<file path="src/rtl/intellitec_bus_master_if.sv">
// IntellitecSignal 4-wire bus: the master drives mt12/mt2, the slaves answer on tm2/tm4.
interface IntellitecSignal;
   logic mt12;
   logic mt2;
   logic tm2;
   logic tm4;

   modport master (output mt12, output mt2, input tm2, input tm4);
   modport slave  (input mt12, input mt2, output tm2, output tm4);
endinterface

</file>
<file path="src/rtl/intellitec_bus_master.sv">
// Intellitec bus master: frames NUM_ZONES thermostat zones, sends load-shed bits, commits slave replies per frame.
// Optional macro PROTOCOL_CHECK_EN rejects frames carrying the illegal fan code (tm2=tm4=1 in a zone's fan slot).
module intellitec_bus_master #(
   parameter int NUM_ZONES      = 2,
   parameter int SLOTS_PER_ZONE = 4,
   parameter int PAD_SLOTS      = 2,
   parameter int SYNC_TICKS     = 3,
   parameter int BIT_TICKS      = 8,
   parameter int SAMPLE_TICK    = 3
) (
   input  logic                 clock,
   input  logic                 reset,
   input  logic                 enable,
   input  logic [NUM_ZONES-1:0] shed,
   IntellitecSignal.master      it,
   output logic [NUM_ZONES-1:0] ac_n,
   output logic [NUM_ZONES-1:0] fan_on_n,
   output logic [NUM_ZONES-1:0] fan_high_n,
   output logic [NUM_ZONES-1:0] heat_n,
   output logic                 frame_done,
   output logic [15:0]          frame_count,
   output logic                 err_pulse,
   output logic [7:0]           err_count
);
   localparam int NSLOTS    = NUM_ZONES * SLOTS_PER_ZONE + PAD_SLOTS;
   localparam int MAX_TICKS = (SYNC_TICKS > BIT_TICKS) ? SYNC_TICKS : BIT_TICKS;
   localparam int TW        = $clog2(MAX_TICKS);
   localparam int SW        = $clog2(NSLOTS);

   localparam logic [TW-1:0] SYNC_LAST = TW'(SYNC_TICKS - 1);
   localparam logic [TW-1:0] BIT_LAST  = TW'(BIT_TICKS - 1);
   localparam logic [TW-1:0] SAMPLE_AT = TW'(SAMPLE_TICK);
   localparam logic [TW-1:0] TICK_ONE  = TW'(1);
   localparam logic [SW-1:0] SLOT_LAST = SW'(NSLOTS - 1);
   localparam logic [SW-1:0] SLOT_ONE  = SW'(1);

   localparam logic [1:0] ST_SYNC  = 2'd0;
   localparam logic [1:0] ST_DATA  = 2'd1;
   localparam logic [1:0] ST_INTER = 2'd2;

   logic [1:0]           state;
   logic [TW-1:0]        tick;
   logic [SW-1:0]        slot;
   logic [NUM_ZONES-1:0] shed_tx;
   logic [NUM_ZONES-1:0] shed_q;

   logic [NUM_ZONES-1:0] sh_fan_on, sh_fan_high, sh_ac, sh_heat;
   logic [NUM_ZONES-1:0] nx_fan_on, nx_fan_high, nx_ac, nx_heat;
   logic [NUM_ZONES-1:0] st_fan_on, st_fan_high, st_ac, st_heat;

   logic sample_now;
   logic frame_end;
   logic tx_bit;
   logic commit_ok;

   // Slot decode: the tx bit and the shadow image as it stands after this clock's sample.
   // The commit reads nx_* so a sample landing on the very last tick is not lost.
   always_comb begin
      sample_now  = (state == ST_DATA) && (tick == SAMPLE_AT);
      frame_end   = (state == ST_DATA) && (tick == BIT_LAST) && (slot == SLOT_LAST);
      tx_bit      = 1'b0;
      nx_fan_on   = sh_fan_on;
      nx_fan_high = sh_fan_high;
      nx_ac       = sh_ac;
      nx_heat     = sh_heat;
      for (int z = 0; z < NUM_ZONES; z++) begin
         if (int'(slot) == z * SLOTS_PER_ZONE + 2) tx_bit = shed_tx[z];
         if (sample_now) begin
            if (int'(slot) == z * SLOTS_PER_ZONE) begin
               nx_fan_on[z]   = it.tm4;
               nx_fan_high[z] = it.tm2;
            end
            if (int'(slot) == z * SLOTS_PER_ZONE + 1) nx_ac[z]   = it.tm2;
            if (int'(slot) == z * SLOTS_PER_ZONE + 3) nx_heat[z] = it.tm2;
         end
      end
   end

   assign it.mt12 = (state != ST_DATA);
   assign it.mt2  = (state == ST_DATA) & tx_bit;

`ifdef PROTOCOL_CHECK_EN
   assign commit_ok = ~|(nx_fan_on & nx_fan_high);
`else
   assign commit_ok = 1'b1;
`endif

   always_ff @(posedge clock) begin
      if (reset) begin
         state <= ST_SYNC;
         tick  <= '0;
         slot  <= '0;
      end else begin
         case (state)
            ST_SYNC: begin
               if (tick != SYNC_LAST) begin
                  tick <= tick + TICK_ONE;
               end else if (enable) begin
                  state <= ST_DATA;
                  tick  <= '0;
                  slot  <= '0;
               end
            end
            ST_DATA: begin
               if (tick != BIT_LAST) begin
                  tick <= tick + TICK_ONE;
               end else if (slot == SLOT_LAST) begin
                  state <= ST_SYNC;
                  tick  <= '0;
                  slot  <= '0;
               end else begin
                  state <= ST_INTER;
                  tick  <= '0;
               end
            end
            ST_INTER: begin
               state <= ST_DATA;
               tick  <= '0;
               slot  <= slot + SLOT_ONE;
            end
            default: begin
               state <= ST_SYNC;
               tick  <= '0;
               slot  <= '0;
            end
         endcase
      end
   end

   // Frame-constant shed image is taken on the first SYNC clock; shadows follow the slot samples.
   always_ff @(posedge clock) begin
      shed_q <= shed;
      if (state == ST_SYNC && tick == '0) shed_tx <= shed;
      sh_fan_on   <= nx_fan_on;
      sh_fan_high <= nx_fan_high;
      sh_ac       <= nx_ac;
      sh_heat     <= nx_heat;
   end

   always_ff @(posedge clock) begin
      if (reset) begin
         st_fan_on   <= '0;
         st_fan_high <= '0;
         st_ac       <= '0;
         st_heat     <= '0;
         frame_done  <= 1'b0;
         frame_count <= 16'd0;
      end else begin
         frame_done <= frame_end;
         if (frame_end) frame_count <= frame_count + 16'd1;
         if (frame_end && commit_ok) begin
            st_fan_on   <= nx_fan_on;
            st_fan_high <= nx_fan_high;
            st_ac       <= nx_ac;
            st_heat     <= nx_heat;
         end
      end
   end

`ifdef PROTOCOL_CHECK_EN
   always_ff @(posedge clock) begin
      if (reset) begin
         err_pulse <= 1'b0;
         err_count <= 8'd0;
      end else begin
         err_pulse <= frame_end & ~commit_ok;
         if (frame_end && !commit_ok && err_count != 8'hFF) err_count <= err_count + 8'd1;
      end
   end
`else
   assign err_pulse = 1'b0;
   assign err_count = 8'd0;
`endif

   // Shed overrides committed status through a single register, independent of frame phase.
   assign ac_n       = ~(st_ac & ~shed_q);
   assign fan_on_n   = ~((st_fan_on | st_fan_high) & ~shed_q);
   assign fan_high_n = ~(st_fan_high & ~shed_q);
   assign heat_n     = ~(st_heat & ~shed_q);

endmodule

</file>
<file path="src/flat_wrapper.sv">
// flat-port wrapper written by rule: the top's interface ports become plain ports
module intellitec_bus_master_flat 
#(
   parameter int NUM_ZONES      = 2,
   parameter int SLOTS_PER_ZONE = 4,
   parameter int PAD_SLOTS      = 2,
   parameter int SYNC_TICKS     = 3,
   parameter int BIT_TICKS      = 8,
   parameter int SAMPLE_TICK    = 3
)
  (clock, reset, enable, shed, ac_n, fan_on_n, fan_high_n, heat_n, frame_done, frame_count, err_pulse, err_count, it_mt12, it_mt2, it_tm2, it_tm4);
  IntellitecSignal it_i ();
  input  logic clock;
  input  logic reset;
  input  logic enable;
  input  logic [NUM_ZONES-1:0] shed;
  output logic [NUM_ZONES-1:0] ac_n;
  output logic [NUM_ZONES-1:0] fan_on_n;
  output logic [NUM_ZONES-1:0] fan_high_n;
  output logic [NUM_ZONES-1:0] heat_n;
  output logic frame_done;
  output logic [15:0] frame_count;
  output logic err_pulse;
  output logic [7:0] err_count;
  output wire logic [$bits(it_i.mt12)-1:0] it_mt12;
  output wire logic [$bits(it_i.mt2)-1:0] it_mt2;
  input wire logic [$bits(it_i.tm2)-1:0] it_tm2;
  input wire logic [$bits(it_i.tm4)-1:0] it_tm4;
  assign it_mt12 = it_i.mt12;
  assign it_mt2 = it_i.mt2;
  assign it_i.tm2 = it_tm2;
  assign it_i.tm4 = it_tm4;
  intellitec_bus_master #(.NUM_ZONES(NUM_ZONES), .SLOTS_PER_ZONE(SLOTS_PER_ZONE), .PAD_SLOTS(PAD_SLOTS), .SYNC_TICKS(SYNC_TICKS), .BIT_TICKS(BIT_TICKS), .SAMPLE_TICK(SAMPLE_TICK)) u_core (.clock(clock), .reset(reset), .enable(enable), .shed(shed), .it(it_i), .ac_n(ac_n), .fan_on_n(fan_on_n), .fan_high_n(fan_high_n), .heat_n(heat_n), .frame_done(frame_done), .frame_count(frame_count), .err_pulse(err_pulse), .err_count(err_count));
endmodule
</file>
<file path="config.mk">
export PLATFORM = sky130hd
export DESIGN_NAME = intellitec_bus_master_flat
export DESIGN_NICKNAME = d
export VERILOG_FILES = /design/src/rtl/intellitec_bus_master_if.sv /design/src/rtl/intellitec_bus_master.sv /design/src/flat_wrapper.sv
export SDC_FILE = /design/constraint.sdc
export NUM_CORES = 1
export LEC_CHECK = 0
export ABC_AREA = 1
export CELL_PAD_IN_SITES_DETAIL_PLACEMENT = 1
export CELL_PAD_IN_SITES_GLOBAL_PLACEMENT = 1
export CORE_MARGIN = 2
export CORE_UTILIZATION = 37
export DETAILED_ROUTE_END_ITERATION = 10
export HOLD_SLACK_MARGIN = 0.05
export PLACE_DENSITY_LB_ADDON = 0.1
export SYNTH_ARGS = -nofsm -noshare
export SYNTH_HDL_FRONTEND = slang
export SYNTH_SLANG_ARGS = --single-unit
</file>
<file path="constraint.sdc">
create_clock -name clock -period 1.5 [get_ports clock]
set_input_delay 0.3 -clock clock [delete_from_list [all_inputs] [get_ports clock]]
set_output_delay 0.3 -clock clock [all_outputs]
set_load 0.02 [all_outputs]
</file>
# Yosys cells after proc, flatten, opt, wreduce, memory -nomap -nowiden
# Cells that the tools add are included.
[op_classes]
n_reduce_logical = 9
n_mux = 32
eq_ne = 20
n_bitwise = 11
add_sub_neg = 3
[ops]
columns = ["op", "count"]
rows = [
  ["== test 4 bit (second input constant)", 5],
  ["two-way mux 1 bit", 18],
  ["adder 16 x 1 -> 16 bit (second input constant)", 1],
  ["two-way mux 4 bit", 4],
  ["one-hot mux 4 bit (3 select lines)", 1],
  ["NOT 2 bit", 5],
  ["two-way mux 3 bit", 3],
  ["AND 2 bit", 4],
  ["== test 4 x 3 -> 1 bit (second input constant)", 2],
  ["two-way mux 2 bit", 4],
  ["!= test 2 bit (second input constant)", 4],
  ["!= test 3 x 2 -> 1 bit (second input constant)", 2],
  ["one-hot mux 2 bit (3 select lines)", 1],
  ["one-hot mux 3 bit (2 select lines)", 1],
  ["adder 4 x 1 -> 4 bit (second input constant)", 1],
  ["== test 4 x 2 -> 1 bit (second input constant)", 1],
  ["logical AND 1 bit", 4],
  ["zero test 4 bit", 1],
  ["AND reduction 4 bit", 1],
  ["adder 3 x 1 -> 3 bit (second input constant)", 1],
  ["== test 3 x 2 -> 1 bit (second input constant)", 1],
  ["== test 3 bit (second input constant)", 1],
  ["zero test 3 bit", 1],
  ["!= test 3 bit (second input constant)", 1],
  ["other kinds (7)", 7],
]
[word_totals]
wordCells = 90
in_bits = 7
regBits = 46
output_inout_bits = 36

# Depth between registers and ports, before layout
[depth]
word_depth = 4
mapped_depth = 10
mapped_depth_nobuf = 10

# Worst setup path before layout
# No wires, ideal clock.
[synth_timing]
path_type = "register to register"
from = "reg u_core.tick[1]"
to = "reg u_core.frame_count[3]"
synth_period_minus_slack_ps = 1411
setup_ps = 116
required_ps = 1384
path_buffers = 1
arrival_ps = 1295
stages_incl_launch_ff = 9
slack_ps = 89
cell_sequence = "dfxtp_1 -> ha_1 -> ha_1 -> nand3_1 -> nor2_4 -> buf_6 -> nand3_1 -> nand2_1 -> a21oi_1"
[synth_between]
elab_chain_len = 3
[synth_rtl]
columns = ["item", "line", "source"]
rows = [
  ["start: declaration", "intellitec_bus_master.sv:42", "logic [TW-1:0] tick;"],
  ["start signal: assignment", "intellitec_bus_master.sv:97", "tick <= tick + TICK_ONE;"],
  ["start signal: assignment", "intellitec_bus_master.sv:106", "tick <= tick + TICK_ONE;"],
  ["== test 3 bit", "intellitec_bus_master.sv:60", "frame_end = (state == ST_DATA) && (tick == BIT_LAST) && (slot == SLOT_LAST);"],
  ["logical AND 1 bit (2 in series)", "intellitec_bus_master.sv:60", ""],
  ["end signal: assignment", "intellitec_bus_master.sv:150", "if (frame_end) frame_count <= frame_count + 16'd1;"],
  ["end: declaration", "intellitec_bus_master.sv:21", "output logic [15:0] frame_count,"],
]
# Every way passes these cells.
# A chain may end at the register's enable or synchronous reset.

# Final worst setup path
[layout_timing]
from = "reg u_core.slot[1]"
to = "reg u_core.st_fan_high[1]"
[layout_between]
elab_chain_len = 3
word_cells_on_any_way = 5
classes_between = "eq/ne: 2; mux: 2; reduce/logical: 1"
[layout_rtl]
columns = ["item", "line", "source"]
rows = [
  ["start: declaration", "intellitec_bus_master.sv:43", "logic [SW-1:0] slot;"],
  ["start signal: assignment", "intellitec_bus_master.sv:119", "slot <= slot + SLOT_ONE;"],
  ["== test 4 bit", "intellitec_bus_master.sv:69", "if (int'(slot) == z * SLOTS_PER_ZONE) begin"],
  ["two-way mux 1 bit", "intellitec_bus_master.sv:69", ""],
  ["two-way mux 1 bit", "intellitec_bus_master.sv:68", "if (sample_now) begin"],
  ["end signal: assignment", "intellitec_bus_master.sv:153", "st_fan_high <= nx_fan_high;"],
  ["end: declaration", "intellitec_bus_master.sv:49", "logic [NUM_ZONES-1:0] st_fan_on, st_fan_high, st_ac, st_heat;"],
]
# Parallel ways exist; a longest one is shown, timed or not.

==> results.md <==
* Die X at 83.4 um
* Mapped Avg Cell Area at 6.86 um2
* # H-tree levels at 2
* Clk_skew at 6.52 ps
* RSZ-0062 raised after global routing: true
* Placed cell count at 466
* Initial DRC count at 70
* Final core occ at 57.0%
* EDFF count, synth at 2
* CTS root buf: clkbuf_8
* Core Region at 5990 um2
* Worst r2r src: u_core.slot[1]
* Final Max Slew Viols at 0
* Routed Wire Length at 7310 um
* Top-Level Pins at 43
* Initial core utilization at 38.9%
* Mux cell area share after synthesis at 0%
* Area share of and/or/nand/nor cells after synthesis at 32.0%
* WL/cell at 15.1 um
* Final TNS setup at -205 ps
* P_leak at 0.00156 uW
* Std-Cell Rows at 28
* Failing checks: setup timing
* Layout cells sized above 1 at 31.4%
* CP Capture Type: flop
* PwrDens at 740 nW/um2
* Adder-cell share of the synthesized area at 5.36%
* Post-Synth XOR/XNOR Area at 0.751%
* Design area at 3420 um2
* Total die area at 6950 um2
* Worst-path clk slew at 90 ps
* Final WS setup at -67.7 ps
* Largest net degree at the start of global routing at 18
* Post-DP HPWL at 4560 um
* First-pass GRT wire length at 10500 um
* Ys Warns at 0
* Clock buffer count from CTS at 5
* Sequential-to-total area share from yosys stat at 40.3%
* Antenna-violating nets left at 0
* Grt ovf at 0
* Fill cells at 761
* Worst IR Drop VDD at 0.604 mV
* Number of library cell types mapped by synthesis at 28
* Clk_lat worst skew at 310 ps
* Syn Std Cell Area at 2330 um2
* Initial antenna violation count at 0
* N_diodes at 0
* Post-DP Area at 2890 um2
* Clk sinks at 46
* Largest family of logic cells by synthesized area: simple AND/OR/NAND/NOR gates
* Critical path peak fanout at 7
* Gate count of the mapped netlist at 340
* Area Overhead vs Synth at 46.5%
* Tot GR Track Use at 18.6%
* Crit path launch: u_core.slot[1]
* Design Power at 2530 uW
* Ys flop type: dfxtp_1
* Crit path time final at 1570 ps
* Vias per Instance at 4.90
* Fin nets at 424
* Max Root-Sink Buffers at 2
* # port buffers at 33
* Via count at 2366
* Final Non-Filler Cells at 483
* Die extent in y at 83.4 um
* Detailed-route DRC error count at 0
* Hold Path Origin: u_core.sh_fan_high[0]
* Synth Area in Compound Gates at 7.62%
* Type of the worst setup path: flop to flop
* CTS tree: done
* Period utilisation layout at 105%
* Status: finished, violations left
* Post-synthesis register bit count at 46
* Vias in the first global route at 2203
* Peak Freq at 638 MHz
* Ys async rst share at 0%
* CP Launch Type: flop
* WP data required at 1760 ps
* Final Hold Violating Endpoints at 0
* Max_cap viols at 0
* Hold Path Class: flop to flop
* WP data arrival at 1830 ps
* Final GP Congestion at 0.786
* Final setup vio count at 5
* Drt first pass iters at 4
* Hold buffer count at cts at 0
## cell usage after synthesis (all sizes together), types with 10 or more instances
cell,instances,area [um2]
a21oi,21,105
buf,13,106
dfxtp,44,881
ha,10,125
inv,54,203
nand2,91,347
nand3,27,140
nor2,52,223
o21ai,13,65.1
## cell type report
class | instances | area [um2] | share of cell area (%)
Multi-Input combinational cell | 232 | 1430 | 41.8
Clock buffer | 7 | 86.3 | 2.53
Inverter | 55 | 214 | 6.26
Tap cell | 75 | 93.8 | 2.75
Sequential cell | 46 | 951 | 27.8
Timing Repair Buffer | 67 | 638 | 18.7
Clock inverter | 1 | 5.00 | 0.146
## power breakdown
group | switching, uW | internal, uW | total [uW] | leakage, uW
Clock | 457 | 373 | 830 | 0.0000482
Sequential | 38.5 | 1290 | 1330 | 0.000379
Combinational | 219 | 148 | 368 | 0.00113
Total | 715 | 1810 | 2530 | 0.00156
## critical path, cell delays in order (launching register included)
cell and delay, ps:
dfxtp_4 370, buf_6 120, inv_4 50, ha_4 150
nand3_4 90, nor2_4 150, buf_12 180, clkbuf_16 150
nor2_2 30, nor2_1 110, nand2_1 70, inv_1 40
## per-stage QoR
step	setup WS, ps	hold slack, ps
after floorplan	89.2	328
after global placement	-157	434
after detailed placement	-223	446
after CTS	-94.3	468
after global routing	-142	495
final	-67.7	466
## placed cells by master (no fill, tap or decap), types with 3 or more instances in the layout
cell	synthesis	final
o21ai_0	11	3
nor2_2	2	10
ha_1	10	3
conb_1	1	9
nand3_1	26	10
inv_1	53	47
buf_6	3	3
ha_4	0	6
nand3_4	0	5
clkbuf_16	0	3
inv_2	1	5
o21ai_2	0	9
nand3_2	1	12
clkdlybuf4s50_1	0	6
clkbuf_8	0	6
a21oi_1	21	20
nand2_1	89	67
dfxtp_1	44	38
nand2_4	0	4
dlygate4sd2_1	0	23
nor2_4	3	3
nand2_2	2	20
dfxtp_2	0	5
inv_4	0	3
buf_4	9	27
nor2_1	47	39
## worst paths after layout
check                     endpoint  slack [ps]  depth (start not counted)
max reg2reg  u_core.st_fan_high[1]         -70                         11
max          u_core.st_fan_high[1]         -70                         11
min reg2reg  u_core.sh_fan_high[0]         470                          2
min          u_core.sh_fan_high[0]         470                          2
## what timing repair did
item                       in CTS  in global routing
gates cloned                    0                  3
setup endpoints to repair      54                 40
setup buffers                   0                  6
pin swaps                       5                 29
gates resized for setup        52                 90
## kinds of logic after synthesis
group,count (synthesis)
compound gates,35
xor+xnor,2
fa+ha+maj,10
buf+inv,70
flops,46
other cells,1
simple gates,176
## routing by layer
metal  part of all wire, %  vias up  track usage [%]
li1                      -     1163                -
met1                    42     1138             22.3
met2                    52       50             33.3
met3                   3.0       15             3.78
met4                   2.2        0             5.66
met5                     0        -                0
## state kept, by name (all words and copies together) (netlist names)
| signal | count |
|---|---|
| u_core.frame_done | 1 |
| u_core.st_fan_on | 2 |
| u_core.shed_q | 2 |
| u_core.sh_fan_high | 2 |
| u_core.state | 2 |
| u_core.slot | 4 |
| u_core.st_fan_high | 2 |
| u_core.shed_tx | 2 |
| u_core.st_ac | 2 |
| u_core.sh_fan_on | 2 |
| u_core.frame_count | 16 |
| u_core.sh_ac | 2 |
| u_core.sh_heat | 2 |
| u_core.st_heat | 2 |
| u_core.tick | 3 |
(Power assumes the default switching activity.)
